## src/rtl/harmonic_peak_tracker_if.sv

```systemverilog
// Per-bin magnitude stream carried from fft_data_modulus into harmonic_peak_tracker.
// The producer drives the bus through the master modport and the tracker listens through the slave modport.
interface harmonic_peak_tracker_if #(
  parameter int MAG_WIDTH = 32,
  parameter int IDX_WIDTH = 11
);
  logic                 mag_valid;
  logic [IDX_WIDTH-1:0] mag_index;
  logic [MAG_WIDTH-1:0] mag_data;

  modport master (output mag_valid, output mag_index, output mag_data);
  modport slave  (input  mag_valid, input  mag_index, input  mag_data);
endinterface

```

## src/rtl/harmonic_peak_tracker.sv

```systemverilog
// Tracks the peak bin of N_HARM harmonic windows centred on k*f0 across one FFT frame.
// Optional macro HPT_HARM_POWER_EN adds harm_pow_sum, the summed squares of harmonics 2..N_HARM.
module harmonic_peak_tracker #(
  parameter int MAG_WIDTH = 32,
  parameter int IDX_WIDTH = 11,
  parameter int LAST_BIN  = 511,
  parameter int N_HARM    = 5,
  parameter int WIN       = 2,
  parameter int MIN_FUND  = 2
) (
  input  logic                        clk,
  input  logic                        rst,
  input  logic                        en,
  input  logic                        auto_mode,
  input  logic [IDX_WIDTH-1:0]        fund_idx,
  harmonic_peak_tracker_if.slave      mag_bus,
  output logic                        busy,
  output logic                        result_valid,
  output logic [N_HARM*MAG_WIDTH-1:0] harm_mag,
  output logic [N_HARM*IDX_WIDTH-1:0] harm_idx,
  output logic [N_HARM-1:0]           harm_ok,
  output logic [IDX_WIDTH-1:0]        fund_used,
  output logic                        frame_err
`ifdef HPT_HARM_POWER_EN
  ,
  output logic [2*MAG_WIDTH+3:0]      harm_pow_sum
`endif
);

  // Centre products need room for up to 8*f0 without wrapping.
  localparam int CW = IDX_WIDTH + 4;

  typedef enum logic [1:0] {IDLE, SCAN, PUBLISH} state_t;

  state_t state, state_next;

  logic [IDX_WIDTH-1:0] f0;
  logic [IDX_WIDTH-1:0] tracked_idx;
  logic                 seeded;
  logic [IDX_WIDTH-1:0] f0_sel;

  logic start, restart, last, scan_bin;
  logic [CW-1:0] bin_ext;

  logic [CW-1:0]        win_lo [N_HARM];
  logic [CW-1:0]        win_hi [N_HARM];
  logic [N_HARM-1:0]    win_ok;
  logic [N_HARM-1:0]    hit;

  logic [MAG_WIDTH-1:0] max_mag    [N_HARM];
  logic [IDX_WIDTH-1:0] max_idx    [N_HARM];
  logic [MAG_WIDTH-1:0] max_mag_nx [N_HARM];
  logic [IDX_WIDTH-1:0] max_idx_nx [N_HARM];

  logic [MAG_WIDTH-1:0] auto_mag, auto_mag_nx;
  logic [IDX_WIDTH-1:0] auto_idx, auto_idx_nx;
  logic                 auto_hit;

  logic [N_HARM*MAG_WIDTH-1:0] pub_mag;
  logic [N_HARM*IDX_WIDTH-1:0] pub_idx;

  assign bin_ext  = CW'(mag_bus.mag_index);
  assign scan_bin = (state == SCAN) && mag_bus.mag_valid;
  assign last     = scan_bin && (mag_bus.mag_index == IDX_WIDTH'(LAST_BIN));
  assign restart  = scan_bin && (mag_bus.mag_index == '0);
  assign start    = en && mag_bus.mag_valid && (mag_bus.mag_index == '0)
                    && ((state == IDLE) || (state == PUBLISH));
  assign f0_sel   = (auto_mode && seeded) ? tracked_idx : fund_idx;
  assign busy     = (state == SCAN);

  // Window bounds are clipped to [1, LAST_BIN]; a window whose low edge is past the frame is invalid.
  for (genvar k = 0; k < N_HARM; k++) begin : g_win
    logic [CW-1:0] centre;
    assign centre    = CW'(k + 1) * CW'(f0);
    assign win_lo[k] = (centre > CW'(WIN)) ? centre - CW'(WIN) : CW'(1);
    assign win_hi[k] = (centre + CW'(WIN) > CW'(LAST_BIN)) ? CW'(LAST_BIN) : centre + CW'(WIN);
    assign win_ok[k] = (f0 != '0) && (centre <= CW'(LAST_BIN + WIN));

    assign hit[k] = scan_bin && win_ok[k]
                    && (bin_ext >= win_lo[k]) && (bin_ext <= win_hi[k])
                    && (mag_bus.mag_data > max_mag[k]);
    assign max_mag_nx[k] = hit[k] ? mag_bus.mag_data  : max_mag[k];
    assign max_idx_nx[k] = hit[k] ? mag_bus.mag_index : max_idx[k];
  end

  assign auto_hit    = scan_bin && (bin_ext >= CW'(MIN_FUND)) && (bin_ext <= CW'(LAST_BIN))
                       && (mag_bus.mag_data > auto_mag);
  assign auto_mag_nx = auto_hit ? mag_bus.mag_data  : auto_mag;
  assign auto_idx_nx = auto_hit ? mag_bus.mag_index : auto_idx;

  always_comb begin
    pub_mag = '0;
    pub_idx = '0;
    for (int k = 0; k < N_HARM; k++) begin
      if (win_ok[k]) begin
        pub_mag[k*MAG_WIDTH +: MAG_WIDTH] = max_mag_nx[k];
        pub_idx[k*IDX_WIDTH +: IDX_WIDTH] = max_idx_nx[k];
      end
    end
  end

`ifdef HPT_HARM_POWER_EN
  localparam int SQ_W  = 2 * MAG_WIDTH;
  localparam int SUM_W = SQ_W + 4;

  logic [SQ_W-1:0]  mag_sq;
  logic [SQ_W-1:0]  max_sq    [N_HARM];
  logic [SQ_W-1:0]  max_sq_nx [N_HARM];
  logic [SUM_W-1:0] pow_nx;

  // One shared squarer: a new running max always comes from the current bin.
  assign mag_sq = SQ_W'(mag_bus.mag_data) * SQ_W'(mag_bus.mag_data);

  for (genvar k = 0; k < N_HARM; k++) begin : g_sq
    assign max_sq_nx[k] = hit[k] ? mag_sq : max_sq[k];
  end

  always_comb begin
    pow_nx = '0;
    for (int k = 1; k < N_HARM; k++) begin
      if (win_ok[k]) pow_nx = pow_nx + SUM_W'(max_sq_nx[k]);
    end
  end

  always_ff @(posedge clk) begin
    if (rst) begin
      harm_pow_sum <= '0;
      for (int k = 0; k < N_HARM; k++) max_sq[k] <= '0;
    end else begin
      if (start || restart || (state == PUBLISH)) begin
        for (int k = 0; k < N_HARM; k++) max_sq[k] <= '0;
      end else begin
        for (int k = 0; k < N_HARM; k++) max_sq[k] <= max_sq_nx[k];
      end
      if (last) harm_pow_sum <= pow_nx;
    end
  end
`endif

  always_ff @(posedge clk) begin
    if (rst) state <= IDLE;
    else     state <= state_next;
  end

  // A backward jump to bin 0 keeps us in SCAN; the datapath handles the discard and re-latch.
  always_comb begin
    state_next = state;
    case (state)
      IDLE:    if (start) state_next = SCAN;
      SCAN:    if (last)  state_next = PUBLISH;
      PUBLISH: state_next = start ? SCAN : IDLE;
      default: state_next = IDLE;
    endcase
  end

  // Results are captured on the edge that accepts LAST_BIN so they appear alongside result_valid.
  always_ff @(posedge clk) begin
    if (rst) begin
      f0           <= '0;
      tracked_idx  <= '0;
      seeded       <= 1'b0;
      auto_mag     <= '0;
      auto_idx     <= '0;
      result_valid <= 1'b0;
      frame_err    <= 1'b0;
      harm_mag     <= '0;
      harm_idx     <= '0;
      harm_ok      <= '0;
      fund_used    <= '0;
      for (int k = 0; k < N_HARM; k++) begin
        max_mag[k] <= '0;
        max_idx[k] <= '0;
      end
    end else begin
      result_valid <= 1'b0;
      frame_err    <= restart;

      if (start || restart) f0 <= f0_sel;

      if (start || restart || (state == PUBLISH)) begin
        auto_mag <= '0;
        auto_idx <= '0;
        for (int k = 0; k < N_HARM; k++) begin
          max_mag[k] <= '0;
          max_idx[k] <= '0;
        end
      end else begin
        auto_mag <= auto_mag_nx;
        auto_idx <= auto_idx_nx;
        for (int k = 0; k < N_HARM; k++) begin
          max_mag[k] <= max_mag_nx[k];
          max_idx[k] <= max_idx_nx[k];
        end
      end

      if (last) begin
        result_valid <= 1'b1;
        harm_mag     <= pub_mag;
        harm_idx     <= pub_idx;
        harm_ok      <= win_ok;
        fund_used    <= f0;
        if (auto_mag_nx != '0) begin
          tracked_idx <= auto_idx_nx;
          seeded      <= 1'b1;
        end
      end
    end
  end

endmodule

```

## src/flat_wrapper.sv

```systemverilog
// flat-port wrapper written by rule: the top's interface ports become plain ports
module harmonic_peak_tracker_flat 
#(
  parameter int MAG_WIDTH = 32,
  parameter int IDX_WIDTH = 11,
  parameter int LAST_BIN  = 511,
  parameter int N_HARM    = 5,
  parameter int WIN       = 2,
  parameter int MIN_FUND  = 2
)
  (clk, rst, en, auto_mode, fund_idx, busy, result_valid, harm_mag, harm_idx, harm_ok, fund_used, frame_err, mag_bus_mag_valid, mag_bus_mag_index, mag_bus_mag_data);
  harmonic_peak_tracker_if #(.MAG_WIDTH(MAG_WIDTH), .IDX_WIDTH(IDX_WIDTH)) mag_bus_i ();
  input  logic clk;
  input  logic rst;
  input  logic en;
  input  logic auto_mode;
  input  logic [IDX_WIDTH-1:0] fund_idx;
  output logic busy;
  output logic result_valid;
  output logic [N_HARM*MAG_WIDTH-1:0] harm_mag;
  output logic [N_HARM*IDX_WIDTH-1:0] harm_idx;
  output logic [N_HARM-1:0] harm_ok;
  output logic [IDX_WIDTH-1:0] fund_used;
  output logic frame_err;
  input wire logic [$bits(mag_bus_i.mag_valid)-1:0] mag_bus_mag_valid;
  input wire logic [$bits(mag_bus_i.mag_index)-1:0] mag_bus_mag_index;
  input wire logic [$bits(mag_bus_i.mag_data)-1:0] mag_bus_mag_data;
  assign mag_bus_i.mag_valid = mag_bus_mag_valid;
  assign mag_bus_i.mag_index = mag_bus_mag_index;
  assign mag_bus_i.mag_data = mag_bus_mag_data;
  harmonic_peak_tracker #(.MAG_WIDTH(MAG_WIDTH), .IDX_WIDTH(IDX_WIDTH), .LAST_BIN(LAST_BIN), .N_HARM(N_HARM), .WIN(WIN), .MIN_FUND(MIN_FUND)) u_core (.clk(clk), .rst(rst), .en(en), .auto_mode(auto_mode), .fund_idx(fund_idx), .mag_bus(mag_bus_i), .busy(busy), .result_valid(result_valid), .harm_mag(harm_mag), .harm_idx(harm_idx), .harm_ok(harm_ok), .fund_used(fund_used), .frame_err(frame_err));
endmodule
```

## config.mk

```make
export PLATFORM = sky130hd
export DESIGN_NAME = harmonic_peak_tracker_flat
export DESIGN_NICKNAME = d
export VERILOG_FILES = /design/src/rtl/harmonic_peak_tracker_if.sv /design/src/rtl/harmonic_peak_tracker.sv /design/src/flat_wrapper.sv
export SDC_FILE = /design/constraint.sdc
export NUM_CORES = 2
export LEC_CHECK = 0
export CAP_MARGIN = 20
export CORE_ASPECT_RATIO = 0.5
export CORE_MARGIN = 2
export CORE_UTILIZATION = 30
export DETAILED_ROUTE_END_ITERATION = 8
export PLACE_DENSITY = 0.48
export SLEW_MARGIN = 20
export SYNTH_ARGS = -nofsm -noshare
export SYNTH_HDL_FRONTEND = slang
export SYNTH_SLANG_ARGS = --single-unit
```

## constraint.sdc

```tcl
create_clock -name clk -period 5.5 [get_ports clk]
set_clock_uncertainty 0.05 [all_clocks]
set_input_delay 1.375 -clock clk [delete_from_list [all_inputs] [get_ports clk]]
set_output_delay 1.375 -clock clk [all_outputs]
set_load 0.02 [all_outputs]
```

Word-level counts from Yosys, hierarchy flattened:

Memories as Yosys holds them, arrays and structs flattened.
Cells that the tools add are included.
Widths: inputs -> output; s select.

* ROM bits: 0
* logic and storage cells: 195
* memories: 2
* bits in latches: 0
* RAM bits: 215
* output and inout port bits: 234
* register bits after elaboration: 301

Memories
* u_core.max_mag: depth 5, bits a word 32, read ports 5, clocked after memory_dff 0, write ports 5, line harmonic_peak_tracker.sv:50 `logic [MAG_WIDTH-1:0] max_mag [N_HARM];`
* u_core.max_idx: depth 5, bits a word 11, read ports 5, clocked after memory_dff 0, write ports 5, line harmonic_peak_tracker.sv:51 `logic [IDX_WIDTH-1:0] max_idx [N_HARM];`

* reductions and logical operators: 45
* multipliers: 2
* $lt $le $gt $ge: 33
* mux-type cells: 66
* div/mod/pow operators: 0
* equality and inequality tests: 5
* shifts and indexed selects: 0
* add/subtract/negate cells: 10
* bitwise gates (word level): 20

Operator list (number)
* $mux 32: 21
* $mux 11: 22
* $gt 32x32->1: 6
* $mux 15: 10
* $ge 11x15->1: 5
* $gt 15x9->1 const B: 5
* $le 11x15->1: 5
* $logic_and 1x1->1: 35
* $reduce_bool 32->1: 1
* $add 13x2->14 const B: 2
* $sub 13x2->14 const B: 2
* $gt 13x2->1 const B: 2
* $le 13x10->1 const B: 2
* $or 1x1->1: 20
* $add 14x2->15 const B: 1
* $sub 14x2->15 const B: 1
* $gt 14x2->1 const B: 1
* $le 14x10->1 const B: 1
* $mul 3x11->14 const A: 1
* $add 12x2->13 const B: 1
* $mul 2x11->13 const A: 1
* $sub 12x2->13 const B: 1
* $add 11x2->12 const B: 1
* $gt 12x2->1 const B: 1
* 19 further kinds: 33

Logic depth before layout (Yosys ltp):

* word-level depth: 10
* mapped depth: 26

Worst setup path after synthesis:

Ideal clock, no wire load.

* path kind: flip-flop to flip-flop
* start: register u_core.f0[1]
* end: memory u_core.max_mag[4][3], in the netlist u_core.max_mag[0][131], data pin
* cell stages (with the launch flop): 26
* setup time: 265 ps
* period minus slack after synthesis: 5928 ps
* arrival: 5613 ps
* setup slack: -428 ps
* cells stage by stage: dfxtp_1 > ha_1 > ha_1 > inv_1 > fa_1 > nor2b_1 > o21ai_0 > a21oi_1 > inv_1 > or3_1 > nand4b_1 > mux2_2 > or4_1 > clkbuf_1 > a21oi_1 > ha_1 > or2_2 > a21oi_1 > a211oi_1 > a2111oi_0 > o211a_1 > o2111a_1 > buf_2 > buf_2 > mux2i_1 > nor2_1

RTL lines
* start: declaration: line harmonic_peak_tracker.sv:37 `logic [IDX_WIDTH-1:0] f0;`
* start signal: assignment: line harmonic_peak_tracker.sv:178 `if (start || restart) f0 <= f0_sel;`
* end: declaration: line harmonic_peak_tracker.sv:50

==> flow_metrics.tcl <==
set metrics [dict create \
    hold_viol 0 \
    drt_wl_total_um 115000 \
    ys_top_cells_by_area "edfxtp_1 21%, dfxtp_1 19%, ha_1 14%" \
    clk_pin_slew_worst_paths_ns 0.06 \
    grt_pass1_wl_um 169000 \
    yosysWarnings 0 \
    cellPowerDensity_nw_per_um2 210 \
    ff_latch_area_um2 12500 \
    grt_start_max_net_pins 118 \
    cts_buffers 54 \
    synthCells 3456 \
    place.gp.congestion 0.892 \
    place_hpwl_um 84100 \
    dr.pass1.iters 5 \
    power_leakage_uw 0.0177 \
    grt_pass1_vias 27071 \
    drt-initial-drc-count 1903 \
    area_delta_synth_final_pct 35.6 \
    yosysMostFrequentCell "nand2_1" \
    post-route-period-util 1.02 \
    path_class "flip-flop to flip-flop" \
    min_path_type "flip-flop to flip-flop" \
    ys_seq_elements 516 \
    avgSynthCellArea_um2 9.04 \
    yosysSeqAreaShare 0.400 \
    cts.htree.levels 2 \
    synth_area_leader_cell "edfxtp_1" \
    grt_usage 0.208 \
    syn_area_um2 31200 \
    vias 27807 \
    initial_core_util 0.303 \
    synth_commonest_cells "429 x nand2_1, 377 x nor2_1, 357 x ha_1, 301 x dfxtp_1, 229 x mux2i_1" \
    final_nets 4630 \
    setup_ws_ns -0.122 \
    maxSlewHeadroom 0.455 \
    drc 0 \
    antenna_found_initial 2 \
    hold_path.startpoint "u_core.harm_idx[23]" \
    synth_top_area_frac 0.207 \
    end_kind "flip-flop" \
    setup_tns_ns -5.42 \
    path_max_fanout 7 \
    n_antenna_cell 0 \
    die_y_um 232 \
    ios 293 \
    cts_tree "built" \
    gr-total-overflow 0 \
    cts_hold_buf 0 \
    slew_violations 0 \
    dp_slack_ns -0.384 \
    vias_per_cell 4.91 \
    clock_insertion_delay_worst_skew_ns 0.67 \
    peakVddDrop_mv 0.213 \
    die_w_um 460 \
    cts.path.max_buffers 3 \
    worst_slew_pin_slew_ns 0.815 \
    cp.arrival_ns 5.98 \
    multiInputGateArea_um2 18900 \
    violations "setup timing" \
    fillCellCount 10250 \
    final.min_clock_period_ns 5.62 \
    yosysUniqueCellTypes 83 \
    fmax_ghz 0.178 \
    status "finished with violations" \
    ant_nets 0 \
    setup_viol 73 \
    startpoint "u_core.f0[2]" \
    rsz0062_at_grt "yes" \
    avgRoutedWirePerCell_um 20.3 \
    dieArea_um2 107000 \
    async_reset_ff_frac 0 \
    dominantRegCellSynth "dfxtp_1" \
    synth_edf_count 215 \
    numPortBuffers 292 \
    coreArea_um2 103000 \
    cp.required_ns 5.86 \
    clock_sinks 516 \
    reg2reg_from "u_core.f0[2]" \
    cp-start-kind "flip-flop" \
    drive_gt1_frac 0.155 \
    row_count 83 \
    clockRootBuffer "clkbuf_16" \
    maxCapViolCount 0 \
]
-- logic make-up after synthesis --
group | share of synthesized area
adder cells (fa/ha/maj) | 0.144
other | 0.000120
buffers and inverters | 0.0577
flip-flops | 0.400
XOR/XNOR | 0.0182
multiplexers | 0.0745
AO/OA/AOI/OAI | 0.130
AND/OR/NAND/NOR | 0.175
-- sequential cells by signal, indices dropped and copies added, names as in the netlist, 2 cells and up --
signal / flops
u_core.max_idx: 55
u_core.state: 2
u_core.fund_used: 11
u_core.harm_ok: 5
u_core.tracked_idx: 11
u_core.auto_idx: 11
u_core.f0: 11
u_core.harm_mag: 160
u_core.max_mag: 160
u_core.auto_mag: 32
u_core.harm_idx: 55
-- timing repair --
action / CTS / global route
gates resized for setup: 83 / 113
pin swaps: 34 / 28
setup buffers: 12 / 16
setup endpoints to repair: 172 / 172
gates cloned: 1 / 6
-- through the flow --
| step | utilization | hold WS (ns) | instances | total power (uW) | instance area [um2] |
|---|---|---|---|---|---|
| final | 0.411 | 0.399 | 5660 | 8890 | 42300 |
| after global placement | 0.380 | 0.387 | 5523 | 5180 | 39100 |
| after floorplan | - | 0.390 | 3678 | 4750 | 32200 |
| after global routing | 0.411 | 0.421 | 5660 | 9250 | 42300 |
| after CTS | 0.403 | 0.401 | 5638 | 8950 | 41400 |
| after detailed placement | 0.380 | 0.395 | 5523 | 5200 | 39100 |
-- placed cells by master, fill, tap and decap left out, types with 34 or more instances in the layout --
master / instances
nand2_1: 425
nor2_1: 368
buf_4: 345
ha_1: 335
dfxtp_1: 293
clkdlybuf4s50_1: 291
conb_1: 223
inv_1: 218
edfxtp_1: 215
mux2i_1: 172
o21ai_0: 129
a21oi_1: 121
o21ai_1: 99
nand3_1: 87
nand4_1: 84
clkbuf_16: 60
a21o_1: 57
xnor2_1: 46
buf_12: 41
a32oi_1: 40
mux2i_4: 36
or3_1: 35
nor3_1: 34
-- per-layer routing --
layer | vias to the layer above | GRT usage | part of all wire
li1 | 13562 | - | -
met1 | 13581 | 0.283 | 0.47
met5 | - | 0 | 0
met2 | 529 | 0.344 | 0.47
met3 | 135 | 0.0280 | 0.043
met4 | 0 | 0.0553 | 0.024
-- power by group --
part / switching [uW] / leakage [uW] / total, uW / internal [uW]
clock network: 1710 / 0.000846 / 3720 / 2010
registers: 57.8 / 0.00463 / 4150 / 4090
logic: 606 / 0.0122 / 1010 / 406
total: 2370 / 0.0177 / 8890 / 6510
-- critical path: stages, from the launching register on --
cell       delay (ns)
dfxtp_4          0.37
buf_12           0.13
ha_4             0.15
ha_4             0.16
inv_2            0.05
fa_2             0.22
nor2b_4          0.05
o31a_1           0.27
o21a_1           0.19
o21a_1           0.21
nor4b_2          0.31
nand4b_1         0.13
mux2_4           0.27
or4_4            0.54
buf_6            0.16
nor2_2           0.10
ha_1             0.24
and3_4           0.16
nor2b_1          0.13
a2111oi_2        0.35
o211a_1          0.18
o2111a_2         0.22
buf_12           0.15
buf_12           0.14
buf_12           0.14
mux2i_4          0.24
nor2_1           0.07
-- layout make-up --
class | instances | share of cell area
clock buffers | 85 | 0.0371
clock inverters | 17 | 0.00363
inverters | 221 | 0.0198
multi-input cells | 2723 | 0.446
flip-flops and latches | 516 | 0.295
well taps | 1402 | 0.0414
repair buffers | 696 | 0.157
-- worst paths after layout --
check,depth (start not counted),end,slack [ns]
max,26,u_core.max_mag[0][147],-0.12
min,2,u_core.harm_idx[23],0.40
max reg2reg,26,u_core.max_mag[0][147],-0.12
min reg2reg,2,u_core.harm_idx[23],0.40
Note: power is estimated with default switching activity, not from simulation.
